--- config.mk ---
export PLATFORM = sky130hd
export DESIGN_NAME = ps2_scan_decoder
export DESIGN_NICKNAME = d
export VERILOG_FILES = /design/src/rtl/ps2_scan_decoder.sv
export SDC_FILE = /design/constraint.sdc
export NUM_CORES = 1
export LEC_CHECK = 0
export ABC_AREA = 1
export BUFFER_PORTS_ARGS = -buffer_cell sky130_fd_sc_hd__buf_2
export CELL_PAD_IN_SITES_DETAIL_PLACEMENT = 0
export CELL_PAD_IN_SITES_GLOBAL_PLACEMENT = 1
export CORE_MARGIN = 2
export CORE_UTILIZATION = 42
export CTS_CLUSTER_SIZE = 24
export DETAILED_ROUTE_END_ITERATION = 8
export PLACE_DENSITY = 0.81
export SLEW_MARGIN = 20
export SYNTH_ARGS = -nofsm -noshare
export SYNTH_HDL_FRONTEND = slang
export SYNTH_SLANG_ARGS = --single-unit
--- constraint.sdc ---
create_clock -name clk -period 2.9 [get_ports clk]
set_input_delay 0.725 -clock clk [delete_from_list [all_inputs] [get_ports clk]]
set_output_delay 0.725 -clock clk [all_outputs]
set_load 0.1 [all_outputs]
--- src/rtl/ps2_scan_decoder.sv ---
// ps2_scan_decoder: Set-2 scan-code parser sitting behind the PS2 receiver FIFO.
// Pops raw bytes (rdy/data/done) and folds E0/F0 prefixes into single key
// events. It swallows the E1 pause sequence, tracks modifier state, and
// presents one event at a time on a valid/ready port.
//
// Ports:
//   clk       system clock, rising edge
//   rst       asynchronous active-low reset
//   rdy       receiver FIFO non-empty
//   data      byte at receiver FIFO head
//   done      pop strobe to receiver (rdy & ~ev_valid)
//   ev_valid  event pending
//   ev_ready  consumer accepts event
//   ev_code   scan code without prefixes
//   ev_ext    event was E0-prefixed
//   ev_break  1 = release, 0 = press
//   mods      {caps_lock, alt, ctrl, shift}
//
// Optional feature: define REPEAT_FILTER_EN to suppress typematic repeats of the
// most recent make code.
module ps2_scan_decoder #(
  parameter int unsigned PAUSE_LEN = 7
) (
  input  logic       clk,
  input  logic       rst,
  input  logic       rdy,
  input  logic [7:0] data,
  output logic       done,
  output logic       ev_valid,
  input  logic       ev_ready,
  output logic [7:0] ev_code,
  output logic       ev_ext,
  output logic       ev_break,
  output logic [3:0] mods
);

  localparam int unsigned CW = $clog2(PAUSE_LEN + 1);

  typedef enum logic [2:0] {S_IDLE, S_EXT, S_BRK, S_EXTBRK, S_PAUSE} state_t;

  state_t          state, nstate;
  logic [CW-1:0]   cnt, cnt_n;
  logic            shift_l, shift_r, ctrl_l, ctrl_r, alt_l, alt_r;
  logic            caps_lock, caps_held;
  logic            accept, emit, fire;
  logic [7:0]      e_code;
  logic            e_ext, e_brk;

  assign done   = rdy & ~ev_valid;
  assign accept = rdy & done;
  assign mods   = {caps_lock, alt_l | alt_r, ctrl_l | ctrl_r, shift_l | shift_r};

  // Byte decode for the byte currently at the FIFO head.
  always_comb begin
    nstate = state;
    cnt_n  = cnt;
    emit   = 1'b0;
    e_code = data;
    e_ext  = 1'b0;
    e_brk  = 1'b0;
    unique case (state)
      S_IDLE: begin
        unique case (data)
          8'hE0: nstate = S_EXT;
          8'hF0: nstate = S_BRK;
          8'hE1: begin
            nstate = S_PAUSE;
            cnt_n  = CW'(PAUSE_LEN);
          end
          8'hAA, 8'hFA, 8'hFC, 8'h00, 8'hFF: nstate = S_IDLE;
          default: emit = 1'b1;
        endcase
      end
      S_EXT: begin
        if (data == 8'hF0) begin
          nstate = S_EXTBRK;
        end else if (data == 8'hE0) begin
          nstate = S_EXT;
        end else begin
          nstate = S_IDLE;
          // E0 12 / E0 59 are fake shifts generated around extended keys.
          emit   = (data != 8'h12) && (data != 8'h59);
          e_ext  = 1'b1;
        end
      end
      S_BRK: begin
        nstate = S_IDLE;
        emit   = 1'b1;
        e_brk  = 1'b1;
      end
      S_EXTBRK: begin
        nstate = S_IDLE;
        emit   = (data != 8'h12) && (data != 8'h59);
        e_ext  = 1'b1;
        e_brk  = 1'b1;
      end
      S_PAUSE: begin
        if (cnt == CW'(1)) begin
          nstate = S_IDLE;
          cnt_n  = '0;
          emit   = 1'b1;
          e_code = 8'hE1;
        end else begin
          cnt_n  = cnt - CW'(1);
        end
      end
      default: nstate = S_IDLE;
    endcase
  end

`ifdef REPEAT_FILTER_EN
  logic       lm_valid;
  logic [8:0] last_make;
  logic       rep_hit;

  assign rep_hit = ~e_brk & lm_valid & (last_make == {e_ext, e_code});
  assign fire    = emit & ~rep_hit;

  always_ff @(posedge clk or negedge rst) begin
    if (!rst) begin
      lm_valid  <= 1'b0;
      last_make <= '0;
    end else if (accept && emit) begin
      if (!e_brk) begin
        if (!rep_hit) begin
          lm_valid  <= 1'b1;
          last_make <= {e_ext, e_code};
        end
      end else if (lm_valid && (last_make == {e_ext, e_code})) begin
        lm_valid <= 1'b0;
      end
    end
  end
`else
  assign fire = emit;
`endif

  always_ff @(posedge clk or negedge rst) begin
    if (!rst) begin
      state     <= S_IDLE;
      cnt       <= '0;
      ev_valid  <= 1'b0;
      ev_code   <= '0;
      ev_ext    <= 1'b0;
      ev_break  <= 1'b0;
      shift_l   <= 1'b0;
      shift_r   <= 1'b0;
      ctrl_l    <= 1'b0;
      ctrl_r    <= 1'b0;
      alt_l     <= 1'b0;
      alt_r     <= 1'b0;
      caps_lock <= 1'b0;
      caps_held <= 1'b0;
    end else if (accept) begin
      state <= nstate;
      cnt   <= cnt_n;
      if (fire) begin
        ev_valid <= 1'b1;
        ev_code  <= e_code;
        ev_ext   <= e_ext;
        ev_break <= e_brk;
      end
      // Modifiers follow every decoded key, including filtered repeats.
      if (emit) begin
        unique case (e_code)
          8'h12: if (!e_ext) shift_l <= ~e_brk;
          8'h59: if (!e_ext) shift_r <= ~e_brk;
          8'h14: if (e_ext) ctrl_r <= ~e_brk; else ctrl_l <= ~e_brk;
          8'h11: if (e_ext) alt_r <= ~e_brk; else alt_l <= ~e_brk;
          8'h58: begin
            if (e_brk) begin
              caps_held <= 1'b0;
            end else if (!caps_held) begin
              caps_lock <= ~caps_lock;
              caps_held <= 1'b1;
            end
          end
          default: ;
        endcase
      end
    end else if (ev_valid && ev_ready) begin
      ev_valid <= 1'b0;
    end
  end

endmodule
==> reports/metrics.csv, run 1 <==
stage;metric;value;unit
synth;syn_nets;225;
clock_tree;clock_latency;0.33;ns
grt;overflow;0;
routing;wl;3.33;mm
synth;ys_types;24;
clock_tree;cts_root_buf;clkbuf_4;
finish;mostFrequentLayoutCell;nand2_1;
power;p_leak;0.000928;uW
synth;syn_inst;211;
finish;largest-register;ev_code;
routing;dr_total_vias;1419;
clock_tree;numCtsBuffers;3;
clock_tree;htreeDepth;1;
floorplan;fp.dieW;64.6;um
finish;final_cell_mix;nand2_1, nor2_1, buf_2;
timing;setup_viol;0;
synth;synth-seq-cells;25;
clock_tree;ctsLongestPathBuffers;2;
floorplan;initial_core_util;45.1;%
setup_path;critPathLaunchType;register;
setup_path;cp.required;2.17;ns
grt;grt_use_total;18.4;%
synth;ys_warn_count;0;
setup_path;crit_type;reg2out;
timing;min_period;2.35;ns
clock_tree;cts_resized;0;
synth;ys_seq_area_share;40.6;%
timing;finalCritPeriodShare;81.1;%
timing;worst_slack;0.550;ns
finish;insertedDiodeCount;0;
grt;antenna_found_initial;0;
timing;tns;0;ns
finish;multiInputGateArea;783;um2
outcome;status;finished clean;
floorplan;rows;21;
clock_tree;cts_setup_buffers;0;
setup_path;crit_fanout;5;
routing;drtIter0Drc;76;
timing;skew;0.00519;ns
clock_tree;clk_pin_slew_worst_paths;0.14;ns
timing;fmax;425;MHz
routing;ant_nets;0;
timing;rsz0062_at_grt;false;
placed_design;gp_congestion;0.913;
floorplan;io_pins;28;
clock_tree;cts.sinks;25;
timing;slew_headroom;62.4;%
placed_design;portBuffers;27;
run;max_cap_viol_count;0;
finish;fillers;362;
routing;avgViaCountPerCell;4.98;
worst_hold_path;hold_path_class;in2async;
setup_path;endpoint_kind;output pin;
timing;finalHoldViolCount;0;
setup_path;arrival;1.63;ns
finish;regArea;626;um2
finish;area_growth;12.3;%
floorplan;die_h;64.6;um
synth;syn_area_per_cell;7.30;um2
routing;firstDrtPassIters;4;
power;vdd_drop_max;0.000995;V
floorplan;coreArea;3420;um2
routing;routedWlPerCell;11.7;um
grt;grt_first_pass_wirelength;6.04;mm
power;power_density;974;nW/um2
finish;post_route_cells_drive_above_1_share;25.1;%
placed_design;hpwl;2.67;mm
finish;reg_top3;ev_code: 8 flops, cnt: 3 flops, state: 3 flops;
finish;nets;254;
finish;largest_register_ffs;8;
timing;drv_slew;0;
grt;grt_pass1_vias;1370;
floorplan;die_area;4170;um2
clock_tree;holdBufCountCts;0;
routing;drc_errors;0;
grt;grt_max_degree;26;
clock_tree;cts_tree;yes;
placed_design;dpl_worst_slack;0.576;ns
timing;worst_slew_pin_slew;0.564;ns
synth;synth_area;1540;um2
Yosys cell counts (all sizes together):
master | number | area, um2
a21oi | 3 | 22.5
nand3 | 14 | 75.1
nand2 | 62 | 245
inv | 27 | 101
ha | 2 | 25.0
dfrtp | 25 | 626
nand3b | 1 | 7.51
or2 | 3 | 18.8
a22oi | 3 | 22.5
nor3 | 3 | 15.0
nand4 | 8 | 50.1
buf | 3 | 30.0
o21ai | 24 | 158
nor2 | 33 | 144
report_power, final:
group          switching [uW]  internal, uW  total, uW
registers                48.7           442        491
logic                     852           182       1030
clock network             108          51.8        160
total                    1010           676       1680
through the flow:
stage / instances / hold slack [ns] / util (%) / instance area (um2) / total power, uW
after floorplan: 211 / 0.429 / - / 1540 / 1390
after global placement: 281 / 0.452 / 49.9 / 1700 / 1520
after detailed placement: 281 / 0.452 / 49.9 / 1700 / 1540
after CTS: 285 / 0.383 / 50.7 / 1730 / 1700
after global routing: 285 / 0.395 / 50.7 / 1730 / 1780
final: 285 / 0.365 / 50.7 / 1730 / 1680
critical path, cell delays in order, from the launching register on:
cell     delay, ns
dfrtp_1       0.40
inv_1         0.08
nand2_1       0.14
inv_1         0.20
buf_2         0.47
cell families after synthesis:
family | share of synthesized area [%]
flops | 40.6
fa+ha+maj | 1.62
simple gates | 36.1
buf+inv | 8.53
compound gates | 13.2
area by class of cell:
type	count	share of cell area (%)
clock buffer	3	1.30
timing repair buffer	27	7.81
sequential	25	36.2
clock inverter	1	0.289
inverter	27	5.86
multi-input combinational	156	45.3
tap	46	3.33
worst paths after layout:
path	start	endpoint	slack, ns	cells past startpoint
max	ev_valid	done	0.55	4
min reg2reg	ctrl_r	ctrl_r	0.48	2
min	rst	caps_held	0.36	1
max reg2reg	cnt[1]	caps_held	0.97	11
max in group asynchronous	rst	ev_code[6]	2.17	1
min in group clk	ctrl_r	ctrl_r	0.48	2
routing by layer:
metal | track usage (%) | part of all wire [%]
met1 | 24.0 | 48
met2 | 31.4 | 47
met3 | 2.26 | 3.2
met4 | 6.65 | 1.7
met5 | 0 | 0
Power figures use the tool's default switching activity.
==> run 2, diff against run 1 <==
- ABC_AREA: 1 -> 0
- CORE_UTILIZATION: 42 -> 38
- PLACE_DENSITY: 0.81 -> 0.73
- clock period: 2.9 -> 2.1 ns (I/O delays scaled with it)
==> reports/metrics.csv, run 2 <==
stage;metric;value;unit
finish;final_cell_mix;buf_4, buf_2, dfrtp_1;
clock_tree;cts.sinks;25;
setup_path;crit_cells;7;
synth;ys_types;51;
power;p_switching;1510;uW
clock_tree;cts_tree;yes;
finish;mostFrequentLayoutCell;buf_4;
grt;grt_pass1_vias;1420;
grt;grt_max_degree;26;
setup_path;crit_end;ev_ext;
power;vdd_drop_max;0.000987;V
timing;finalHoldViolCount;0;
clock_tree;clk_pin_slew_worst_paths;0.10;ns
routing;top_layer_used;met4;
setup_path;worstSetupStartpoint;data[0];
power;p_seq_share;25.9;%
timing;worst_slew_pin_slew;0.556;ns
synth;synth_top_cell_by_area;dfrtp_1;
synth;syn_nets;168;
routing;avgViaCountPerCell;5.43;
finish;largest-register;ev_code;
floorplan;die_area;4600;um2
routing;wl_met2;2.10;mm
grt;antenna_found_initial;0;
setup_path;worstReg2RegStart;cnt[0];
floorplan;rows;23;
synth;ys_warn_count;0;
clock_tree;ctsLongestPathBuffers;2;
clock_tree;holdBufCountCts;0;
setup_path;crit_fanout;7;
synth;ys_top_cells_by_count;dfrtp_1, inv_1, nand2_1, nand4_1, a21oi_1;
timing;tns;0;ns
placed_design;place_inst;252;
setup_path;cp.required;2.26;ns
clock_tree;htreeDepth;1;
synth;synth_area;1550;um2
setup_path;critPathLaunchType;input port;
timing;fmax;483;MHz
grt;overflow;0;
clock_tree;numCtsBuffers;3;
clock_tree;cts_root_buf;clkbuf_8;
routing;drc_errors;0;
worst_hold_path;hold_path_class;in2async;
synth;syn_area_per_cell;10.1;um2
routing;routedWlPerCell;15.7;um
synth;synthArstFlopShare;100;%
power;switching_share;54.6;%
routing;firstDrtPassIters;4;
setup_path;critPathSlowestCell;or4_4;
floorplan;io_pins;28;
timing;finalCritPeriodShare;98.6;%
routing;drtIter0Drc;40;
synth;yosysMostFrequentCell;dfrtp_1;
synth;synth-seq-cells;25;
finish;reg_top3;ev_code: 8 flops, cnt: 3 flops, state: 3 flops;
clock_tree;clock_latency;0.27;ns
timing;setup_viol;0;
timing;min_period;2.07;ns
synth;synthFlopType;dfrtp_1;
routing;met3WireLength;170;um
timing;skew;0.00498;ns
synth;synth.top_cell.area_share;40.4;%
floorplan;coreArea;3970;um2
routing;met1_length;1.74;mm
finish;largest_register_ffs;8;
setup_path;arrival;2.23;ns
power;clkPwrFrac;10.8;%
finish;nets;224;
timing;slew_headroom;62.9;%
setup_path;r2r-end;ctrl_r;
routing;ant_nets;0;
setup_path;endpoint_kind;register;
finish;post_route_cells_drive_above_1_share;46.9;%
setup_path;path_cells;buf_2 -> or4_4 -> o311a_4 -> a21oi_2 -> o21ai_4 -> nand2_4 -> mux2_2;
setup_path;crit_buf_inv;1;
floorplan;initial_core_util;39.0;%
placed_design;gp_congestion;0.884;
routing;wl;4.07;mm
power;power_density;1330;nW/um2
outcome;status;finished clean;
finish;insertedDiodeCount;0;
synth;synth_area_leaders;dfrtp_1, mux2_2, nand4_1;
power;p_int;1250;uW
placed_design;portBuffers;27;
routing;dr_total_vias;1407;
synth;ys_seq_area_share;40.4;%
setup_path;reg2regPathDepth;8;
run;max_cap_viol_count;0;
grt;grt_first_pass_wirelength;6.82;mm
synth;synth_edf_count;0;
finish;fin_cells;259;
floorplan;fp.dieW;67.8;um
setup_path;path_delay_family;compound AO/OA/AOI/OAI gates;
power;p_comb_share;63.4;%
finish;area_growth;33.6;%
synth;syn_inst;154;
floorplan;die_h;67.8;um
grt;grt_use_total;19.5;%
power;p_leak;0.000971;uW
setup_path;crit_type;in2reg;
setup_path;rrSetupSlack;0.06;ns
setup_path;cpPeakStageDelay;0.52;ns
placed_design;hpwl;3.14;mm
timing;drv_slew;0;
==> run 2: cell count changes after synthesis, moves of 5 or more <==
| cell | delta |
|---|---|
| nor2_2 | -5 |
| o21ai_2 | -8 |
| mux2_2 | +5 |
| inv_1 | -11 |
| nand3_1 | -10 |
| nor2_1 | -22 |
| o21ai_0 | -7 |
| a21oi_1 | +6 |
| a41oi_1 | +6 |
| nand2_1 | -50 |
==> run 2: power by group through the flow <==
stage | logic (uW) | registers [uW] | clock network, uW
finish | 1750 | 712 | 297
global placement | 1640 | 709 | 0
detailed placement | 1680 | 720 | 0
floorplan | 625 | 1390 | 0
global route | 1840 | 731 | 320
CTS | 1700 | 713 | 309
==> run 2: cells by family (layout without fill, tap and decap cells) <==
logic type / after synthesis / after routing / share of synthesized area [%]
AND/OR/NAND/NOR: 58 / 58 / 23.9
AO/OA/AOI/OAI: 39 / 39 / 21.3
flip-flops: 25 / 25 / 40.4
buffers and inverters: 22 / 77 / 6.95
multiplexers: 7 / 7 / 5.25
adder cells (fa/ha/maj): 2 / 2 / 1.62
XOR/XNOR: 1 / 1 / 0.566
==> run 2: repair_timing <==
item	in CTS	in global routing
buffers inserted	0	3
endpoints found under the setup margin	6	12
gates resized for setup	2	10
pin swaps	1	6
==> run 2: layout make-up <==
type	instances	area, um2
Clock inverter	1	7.51
Multi-Input combinational cell	107	870
Sequential cell	25	627
Timing Repair Buffer	61	415
Clock buffer	3	41.3
Tap cell	50	62.6
Fill cell	377	1900
Inverter	12	45.0
==> run 2: worst min-delay path by stage <==
stage | cells after the start | endpoint
global placement | 1 | caps_lock
floorplan | 0 | alt_l
global route | 1 | cnt[0]
finish | 1 | cnt[0]
CTS | 1 | shift_r
detailed placement | 1 | ev_code[1]
==> run 2: stage by stage <==
stage                     cell area (um2)  hold WS (ns)  util (%)  total power (uW)  worst slack, ns
after detailed placement             1940         0.472      48.9              2400           -0.346
after global placement               1940         0.457      48.9              2350           -0.274
after global routing                 2070         0.273      52.1              2890        -0.000766
final                                2070         0.235      52.1              2760           0.0291
after floorplan                      1570         0.229         -              2010           -0.214
after CTS                            2000         0.255      50.5              2720          0.00407
==> run 2: metal layers <==
metal	vias to the layer above	track usage, %
met5	-	0
met4	0	5.25
met3	6	2.47
met2	30	34.1
met1	690	25.6
li1	681	-
